$ cat src/rtl/mul8_pkg.sv
// Shared types and constants for the 8x8 multiplier operand sequencer.
package mul8_pkg;

  localparam int unsigned WIDTH_DEF = 8;
  localparam int unsigned PROD_W    = 2 * WIDTH_DEF;

  typedef enum logic [1:0] {
    StIdle  = 2'd0,
    StIssue = 2'd1,
    StWait  = 2'd2
  } seq_state_e;

  typedef struct packed {
    logic [WIDTH_DEF-1:0] a;
    logic [WIDTH_DEF-1:0] b;
  } op_pair_t;

endpackage

$ cat src/rtl/mul8_op_sequencer_if.sv
// Operand, multiplier and product handshake bundle of the sequencer.
// slave is the sequencer's view; master is its environment.
interface mul8_op_sequencer_if
  import mul8_pkg::*;
#(
  parameter int unsigned WIDTH = WIDTH_DEF,
  parameter int unsigned DEPTH = 4
);
  localparam int unsigned CNT_W = $clog2(DEPTH) + 1;

  logic               in_valid;
  logic               in_ready;
  logic [WIDTH-1:0]   in_a;
  logic [WIDTH-1:0]   in_b;
  logic               mul_start;
  logic [WIDTH-1:0]   mul_a;
  logic [WIDTH-1:0]   mul_b;
  logic               mul_done;
  logic [2*WIDTH-1:0] mul_product;
  logic               out_valid;
  logic               out_ready;
  logic [2*WIDTH-1:0] out_product;
  logic [CNT_W-1:0]   fifo_count;
  logic               err_timeout;
  logic               err_clr;

  modport master (
    output in_valid, in_a, in_b, mul_done, mul_product, out_ready, err_clr,
    input  in_ready, mul_start, mul_a, mul_b, out_valid, out_product, fifo_count, err_timeout
  );

  modport slave (
    input  in_valid, in_a, in_b, mul_done, mul_product, out_ready, err_clr,
    output in_ready, mul_start, mul_a, mul_b, out_valid, out_product, fifo_count, err_timeout
  );

endinterface

$ cat src/rtl/mul8_op_fifo.sv
// Synchronous DEPTH-entry FIFO with head read-through; DEPTH must be a power of two.
module mul8_op_fifo #(
  parameter int unsigned DW    = 16,
  parameter int unsigned DEPTH = 4
) (
  input  logic                       i_clk,
  input  logic                       i_rst,
  input  logic                       i_push,
  input  logic [DW-1:0]              i_data,
  input  logic                       i_pop,
  output logic [DW-1:0]              o_data,
  output logic                       o_full,
  output logic                       o_empty,
  output logic [$clog2(DEPTH):0]     o_count
);
  localparam int unsigned PTR_W = $clog2(DEPTH);
  localparam int unsigned CNT_W = PTR_W + 1;

  logic [DW-1:0]    r_mem [DEPTH];
  logic [PTR_W-1:0] r_wptr;
  logic [PTR_W-1:0] r_rptr;
  logic [CNT_W-1:0] r_count;
  logic             w_push;
  logic             w_pop;

  assign o_full  = (r_count == CNT_W'(DEPTH));
  assign o_empty = (r_count == '0);
  assign o_count = r_count;
  assign o_data  = r_mem[r_rptr];

  // Requests are qualified here so callers cannot overflow or underflow.
  assign w_push = i_push && !o_full;
  assign w_pop  = i_pop && !o_empty;

  always_ff @(posedge i_clk) begin
    if (i_rst) begin
      r_wptr  <= '0;
      r_rptr  <= '0;
      r_count <= '0;
    end else begin
      if (w_push) r_wptr <= r_wptr + PTR_W'(1);
      if (w_pop)  r_rptr <= r_rptr + PTR_W'(1);
      if (w_push && !w_pop) begin
        r_count <= r_count + CNT_W'(1);
      end else if (w_pop && !w_push) begin
        r_count <= r_count - CNT_W'(1);
      end
    end
  end

  always_ff @(posedge i_clk) begin
    if (w_push) r_mem[r_wptr] <= i_data;
  end

endmodule

$ cat src/rtl/mul8_op_sequencer.sv
// Buffers operand pairs, issues them one at a time to the sequential multiplier,
// and holds each product until the consumer takes it; a watchdog aborts stuck operations.
module mul8_op_sequencer
  import mul8_pkg::*;
#(
  parameter int unsigned WIDTH   = WIDTH_DEF,
  parameter int unsigned DEPTH   = 4,
  parameter int unsigned TIMEOUT = 32
) (
  input logic                wb_clk_i,
  input logic                wb_rst_i,
  mul8_op_sequencer_if.slave bus
);
  localparam int unsigned CNT_W = $clog2(DEPTH) + 1;
  localparam int unsigned WD_W  = $clog2(TIMEOUT);
  localparam logic [WD_W-1:0] WD_LAST = WD_W'(TIMEOUT - 1);

  seq_state_e         r_state;
  seq_state_e         w_state_d;
  logic               w_pop;
  logic               w_capture;
  logic               w_timeout;
  logic               w_full;
  logic               w_empty;
  logic [2*WIDTH-1:0] w_head;
  logic [CNT_W-1:0]   w_count;

  logic [WIDTH-1:0]   r_mul_a;
  logic [WIDTH-1:0]   r_mul_b;
  logic               r_out_valid;
  logic [2*WIDTH-1:0] r_out_product;
  logic               r_err;
  logic [WD_W-1:0]    r_wd;

  mul8_op_fifo #(
    .DW    (2 * WIDTH),
    .DEPTH (DEPTH)
  ) u_fifo (
    .i_clk   (wb_clk_i),
    .i_rst   (wb_rst_i),
    .i_push  (bus.in_valid),
    .i_data  ({bus.in_a, bus.in_b}),
    .i_pop   (w_pop),
    .o_data  (w_head),
    .o_full  (w_full),
    .o_empty (w_empty),
    .o_count (w_count)
  );

  always_ff @(posedge wb_clk_i) begin
    if (wb_rst_i) begin
      r_state <= StIdle;
    end else begin
      r_state <= w_state_d;
    end
  end

  always_comb begin
    w_state_d = r_state;
    w_pop     = 1'b0;
    w_capture = 1'b0;
    w_timeout = 1'b0;
    unique case (r_state)
      // A held product blocks issue so a completion never overwrites it.
      StIdle: begin
        if (!w_empty && !r_out_valid) begin
          w_pop     = 1'b1;
          w_state_d = StIssue;
        end
      end
      StIssue: begin
        w_state_d = StWait;
      end
      StWait: begin
        if (bus.mul_done) begin
          w_capture = 1'b1;
          w_state_d = StIdle;
        end else if (r_wd == WD_LAST) begin
          w_timeout = 1'b1;
          w_state_d = StIdle;
        end
      end
      default: begin
        w_state_d = StIdle;
      end
    endcase
  end

  always_ff @(posedge wb_clk_i) begin
    if (wb_rst_i) begin
      r_mul_a       <= '0;
      r_mul_b       <= '0;
      r_out_valid   <= 1'b0;
      r_out_product <= '0;
      r_err         <= 1'b0;
      r_wd          <= '0;
    end else begin
      if (w_pop) begin
        r_mul_a <= w_head[2*WIDTH-1:WIDTH];
        r_mul_b <= w_head[WIDTH-1:0];
      end

      if (r_state == StIssue) begin
        r_wd <= '0;
      end else if (r_state == StWait && !w_capture && !w_timeout) begin
        r_wd <= r_wd + WD_W'(1);
      end

      if (w_capture) begin
        r_out_product <= bus.mul_product;
        r_out_valid   <= 1'b1;
      end else if (r_out_valid && bus.out_ready) begin
        r_out_valid <= 1'b0;
      end

      // A timeout in the same cycle as a clear request keeps the flag set.
      if (w_timeout) begin
        r_err <= 1'b1;
      end else if (bus.err_clr) begin
        r_err <= 1'b0;
      end
    end
  end

  assign bus.in_ready    = !w_full;
  assign bus.mul_start   = (r_state == StIssue);
  assign bus.mul_a       = r_mul_a;
  assign bus.mul_b       = r_mul_b;
  assign bus.out_valid   = r_out_valid;
  assign bus.out_product = r_out_product;
  assign bus.fifo_count  = w_count;
  assign bus.err_timeout = r_err;

endmodule

$ cat src/flat_wrapper.sv
// flat-port wrapper written by rule: the top's interface ports become plain ports
module mul8_op_sequencer_flat import mul8_pkg::*;
#(
  parameter int unsigned WIDTH   = WIDTH_DEF,
  parameter int unsigned DEPTH   = 4,
  parameter int unsigned TIMEOUT = 32
)
  (wb_clk_i, wb_rst_i, bus_in_valid, bus_in_a, bus_in_b, bus_mul_done, bus_mul_product, bus_out_ready, bus_err_clr, bus_in_ready, bus_mul_start, bus_mul_a, bus_mul_b, bus_out_valid, bus_out_product, bus_fifo_count, bus_err_timeout);
  mul8_op_sequencer_if #(.WIDTH(WIDTH), .DEPTH(DEPTH)) bus_i ();
  input logic wb_clk_i;
  input logic wb_rst_i;
  input wire logic [$bits(bus_i.in_valid)-1:0] bus_in_valid;
  input wire logic [$bits(bus_i.in_a)-1:0] bus_in_a;
  input wire logic [$bits(bus_i.in_b)-1:0] bus_in_b;
  input wire logic [$bits(bus_i.mul_done)-1:0] bus_mul_done;
  input wire logic [$bits(bus_i.mul_product)-1:0] bus_mul_product;
  input wire logic [$bits(bus_i.out_ready)-1:0] bus_out_ready;
  input wire logic [$bits(bus_i.err_clr)-1:0] bus_err_clr;
  output wire logic [$bits(bus_i.in_ready)-1:0] bus_in_ready;
  output wire logic [$bits(bus_i.mul_start)-1:0] bus_mul_start;
  output wire logic [$bits(bus_i.mul_a)-1:0] bus_mul_a;
  output wire logic [$bits(bus_i.mul_b)-1:0] bus_mul_b;
  output wire logic [$bits(bus_i.out_valid)-1:0] bus_out_valid;
  output wire logic [$bits(bus_i.out_product)-1:0] bus_out_product;
  output wire logic [$bits(bus_i.fifo_count)-1:0] bus_fifo_count;
  output wire logic [$bits(bus_i.err_timeout)-1:0] bus_err_timeout;
  assign bus_i.in_valid = bus_in_valid;
  assign bus_i.in_a = bus_in_a;
  assign bus_i.in_b = bus_in_b;
  assign bus_i.mul_done = bus_mul_done;
  assign bus_i.mul_product = bus_mul_product;
  assign bus_i.out_ready = bus_out_ready;
  assign bus_i.err_clr = bus_err_clr;
  assign bus_in_ready = bus_i.in_ready;
  assign bus_mul_start = bus_i.mul_start;
  assign bus_mul_a = bus_i.mul_a;
  assign bus_mul_b = bus_i.mul_b;
  assign bus_out_valid = bus_i.out_valid;
  assign bus_out_product = bus_i.out_product;
  assign bus_fifo_count = bus_i.fifo_count;
  assign bus_err_timeout = bus_i.err_timeout;
  mul8_op_sequencer #(.WIDTH(WIDTH), .DEPTH(DEPTH), .TIMEOUT(TIMEOUT)) u_core (.wb_clk_i(wb_clk_i), .wb_rst_i(wb_rst_i), .bus(bus_i));
endmodule
$ cat config.mk
export PLATFORM = sky130hd
export DESIGN_NAME = mul8_op_sequencer_flat
export DESIGN_NICKNAME = d
export VERILOG_FILES = /design/src/rtl/mul8_pkg.sv /design/src/rtl/mul8_op_sequencer_if.sv /design/src/rtl/mul8_op_fifo.sv /design/src/rtl/mul8_op_sequencer.sv /design/src/flat_wrapper.sv
export SDC_FILE = /design/constraint.sdc
export NUM_CORES = 1
export LEC_CHECK = 0
export BUFFER_PORTS_ARGS = -buffer_cell sky130_fd_sc_hd__clkbuf_2
export CORE_AREA = 2 2 98 100
export DETAILED_ROUTE_END_ITERATION = 12
export DIE_AREA = 0 0 100 102
export GPL_TIMING_DRIVEN = 0
export PLACE_DENSITY = 0.71
export SYNTH_ARGS = -nofsm -noshare
export SYNTH_HDL_FRONTEND = slang
export SYNTH_HIERARCHICAL = 1
export SYNTH_SLANG_ARGS = --single-unit
$ cat constraint.sdc
create_clock -name wb_clk_i -period 5 [get_ports wb_clk_i]
set_clock_uncertainty 0.1 [all_clocks]
set_input_delay 0 -clock wb_clk_i [delete_from_list [all_inputs] [get_ports wb_clk_i]]
set_output_delay 0 -clock wb_clk_i [all_outputs]
set_load 0.05 [all_outputs]
==> impl_metrics.yaml <==
sta:
  period_share_pct: 55.9
  drv_slew: 0
  worst_hold_slack_ps: 63.1
  finalSetupTns_ps: 0
  final_hold_viol_count: 0
  worst_slew_pin_slew_ps: 881
  slew_headroom_pct: 41.3
  rsz0062_at_grt: "false"
  timing.fmax_mhz: 358
  finalCriticalPeriod_ps: 2800
  setup_violations: 0
  layout_setup_ws_ps: 2200
logic_synthesis:
  synth_top_area_share_pct: 44.3
  synth_ff_type: "edfxtp_1"
  syn_avg_cell_area_um2: 13.8
  synthesis.area_um2: 4340
  yosysTopAreaCell: "edfxtp_1"
  synthArstFlopShare_pct: 0
  synth_nets: 360
  synth_warnings: 6
  yosysUniqueCellTypes: 37
  synth-seq-cells: 114
  synth_edf_count: 64
  ys_top_cells_by_area: "edfxtp_1, dfxtp_1, mux4_2, nand2_1, a21oi_1"
  yosysSeqAreaShare_pct: 67.3
  syn_inst: 314
layout:
  fin_nets: 498
  final_cell_mix: "clkbuf_2, nand2_1, edfxtp_1"
  fill_cells: 646
  drive_gt1_share_pct: 30.5
  final_common_cell: "clkbuf_2"
  area_growth_pct: 36.5
  antenna_cells: 0
  fin_cells: 576
  fin_util_pct: 65.1
power:
  ir_worst_vdd_uv: 267
  power_leakage_nw: 2.28
  power_density_nw_per_um2: 586
setup_path:
  crit_chain: "nor3_1 -> or4_1 -> buf_4 -> clkinv_4 -> buf_6 -> o31ai_2 -> ha_1 -> inv_1 -> fa_1 -> xor2_1 -> or3_1 -> a21oi_1"
  cpPeakStageDelay_ps: 400
  crit_path_start_kind: "flip-flop"
  crit_type: "flip-flop to flip-flop"
  rr_worst_depth: 12
  cp.arrival_ps: 3130
  cpMaxStageDelayCell: "dfxtp_1"
  cp.required_ps: 5330
  cp_num_buf_inv: 4
  r2r_start: "u_core/u_fifo/o_count[1]"
  crit_family: "simple AND/OR/NAND/NOR gates"
  regToRegEndpoint: "u_core/u_fifo/o_count[2]"
  crit_start: "u_core/u_fifo/o_count[1]"
  path_depth: 12
  endpoint_kind: "flip-flop"
  endpoint: "u_core/u_fifo/o_count[2]"
  critPathMaxFanout: 11
  ff2ff_setup_slack_ps: 2200
global_route:
  grt-ovfl-total: 0
  grt_max_degree: 17
  grt_usage_pct: 18.7
  grt_pass1_vias: 3027
  grt_first_pass_wirelength_mm: 14.0
  antenna_found_initial: 0
cts:
  clk_path_buf_depth: 2
  path_clk_slew_ps: 50
  cts_root_buf: "clkbuf_8"
  h-tree-depth: 4
  cts_tree: "yes"
  worstSkewPairLatency_ps: 510
  cts_resized: 0
  cts_made_buffers: 17
  cts.sinks: 114
  cts_setup_buffers: 0
floorplanning:
  initial_core_util_pct: 47.7
  die_y_um: 102
  core_um2: 9110
  rows: 35
  dieArea_um2: 10200
  num_io_pins: 77
  fp.dieW_um: 100
detailed_routing:
  drc: 0
  wl_per_cell_um: 15.1
  via_per_inst: 5.01
  ant_nets: 0
  wl_mm: 8.72
  num_vias: 2886
  dr.pass1.iters: 4
  drt-initial-drc-count: 150
min_path:
  hold_depth: 3
  min_path_type: "primary input to flip-flop"
run_status:
  status: "completed"
flow_run:
  cap_violations: 0
place:
  pre_cts_ws_ps: 2230
  io_buffers: 75
  dp.cells: 500
  dp_hpwl_mm: 5.29
  gp_congestion: 0.732
-- logic make-up (layout without fill, tap and decap cells) --
family                     after synthesis  in the layout  synth area share, %
xor gates and xnor gates                 5              5                 1.01
adders and majority gates                8              8                 2.48
and+or+nand+nor                         97             97                 10.5
AOI/OAI and AO/OA                       45             45                 6.34
DFF                                    114            114                 67.3
buffers and inverters                   25            176                 3.20
muxes                                   20             20                 9.22
-- worst min-delay path by stage --
| stage | start | to |
|---|---|---|
| 2_1_floorplan | bus_in_b[0] | u_core/u_fifo/r_mem[0][0] |
| 3_3_place_gp | bus_in_b[1] | u_core/u_fifo/r_mem[3][1] |
| 3_5_place_dp | bus_in_b[1] | u_core/u_fifo/r_mem[1][1] |
| 4_1_cts | wb_rst_i | u_core/r_wd[0] |
| 5_1_grt | bus_in_b[2] | u_core/u_fifo/r_mem[2][2] |
| 6_report | wb_rst_i | u_core/r_wd[0] |
-- timing repair --
item | CTS | global route
hold buffers | 44 | 0
setup endpoints to repair | 0 | 0
endpoints found under the hold margin | 97 | 0
-- worst min-delay path: cells and delay by family --
family | cells | cell delay (ps)
simple gates | 2 | 420
buf+inv | 1 | 200
-- sequential cells by signal, summed over array words and instances, names as in the netlist, named ones only --
name	count
u_core/bus.err_timeout	1
u_core/bus.mul_a	8
u_core/bus.mul_b	8
u_core/bus.out_product	16
u_core/bus.out_valid	1
u_core/r_state	2
u_core/r_wd	5
u_core/u_fifo/o_count	3
u_core/u_fifo/r_mem	64
u_core/u_fifo/r_rptr	2
u_core/u_fifo/r_wptr	2
-- cells in the mapped netlist, types with 2 or more instances --
cell type  instances
xor2_1             4
inv_1              9
a21oi_1           30
ha_1               7
o21ai_0            2
nand3_1            2
dfxtp_1           50
and2_1             4
nor2_1             9
or3_1              2
nand2_1           64
nand2b_1           6
buf_2              4
buf_1              2
buf_6              2
a21oi_2            9
and3_1             2
mux2i_1            4
clkbuf_1           5
edfxtp_1          64
mux4_2            16
a21o_1             2
-- where the power goes --
| group | internal (mW) | total (mW) | switching, mW |
|---|---|---|---|
| clock | 0.853 | 1.26 | 0.404 |
| sequential | 1.14 | 1.22 | 0.0833 |
| combinational | 0.347 | 0.994 | 0.647 |
-- layer usage --
| metal | part of all wire, % | wire length (µm) | GRT usage [%] |
|---|---|---|---|
| met1 | 43 | 3750 | 20.9 |
| met2 | 50 | 4330 | 32.0 |
| met3 | 5.9 | 511 | 7.32 |
| met4 | 1.5 | 132 | 7.80 |
| met5 | 0 | 0 | 0 |
-- area by class of cell --
type                       instances  area, µm²  share of cell area, %
buffer                            15       96.3                   1.63
clock buffer                      17        414                   6.99
clock inverter                    15        215                   3.63
inverter                          10       42.5                  0.718
multi-input combinational        175       1280                   21.6
sequential                       114       2920                   49.3
tap                              111        139                   2.34
timing repair buffer             119        816                   13.8
-- stage by stage --
stage | instance area [µm²] | power (mW)
final | 5930 | 3.48
after global routing | 5930 | 3.64
after CTS | 5930 | 3.51
after detailed placement | 4860 | 2.21
after global placement | 4860 | 2.19
after floorplan | 4340 | 1.98
(Power assumes the default switching activity.)
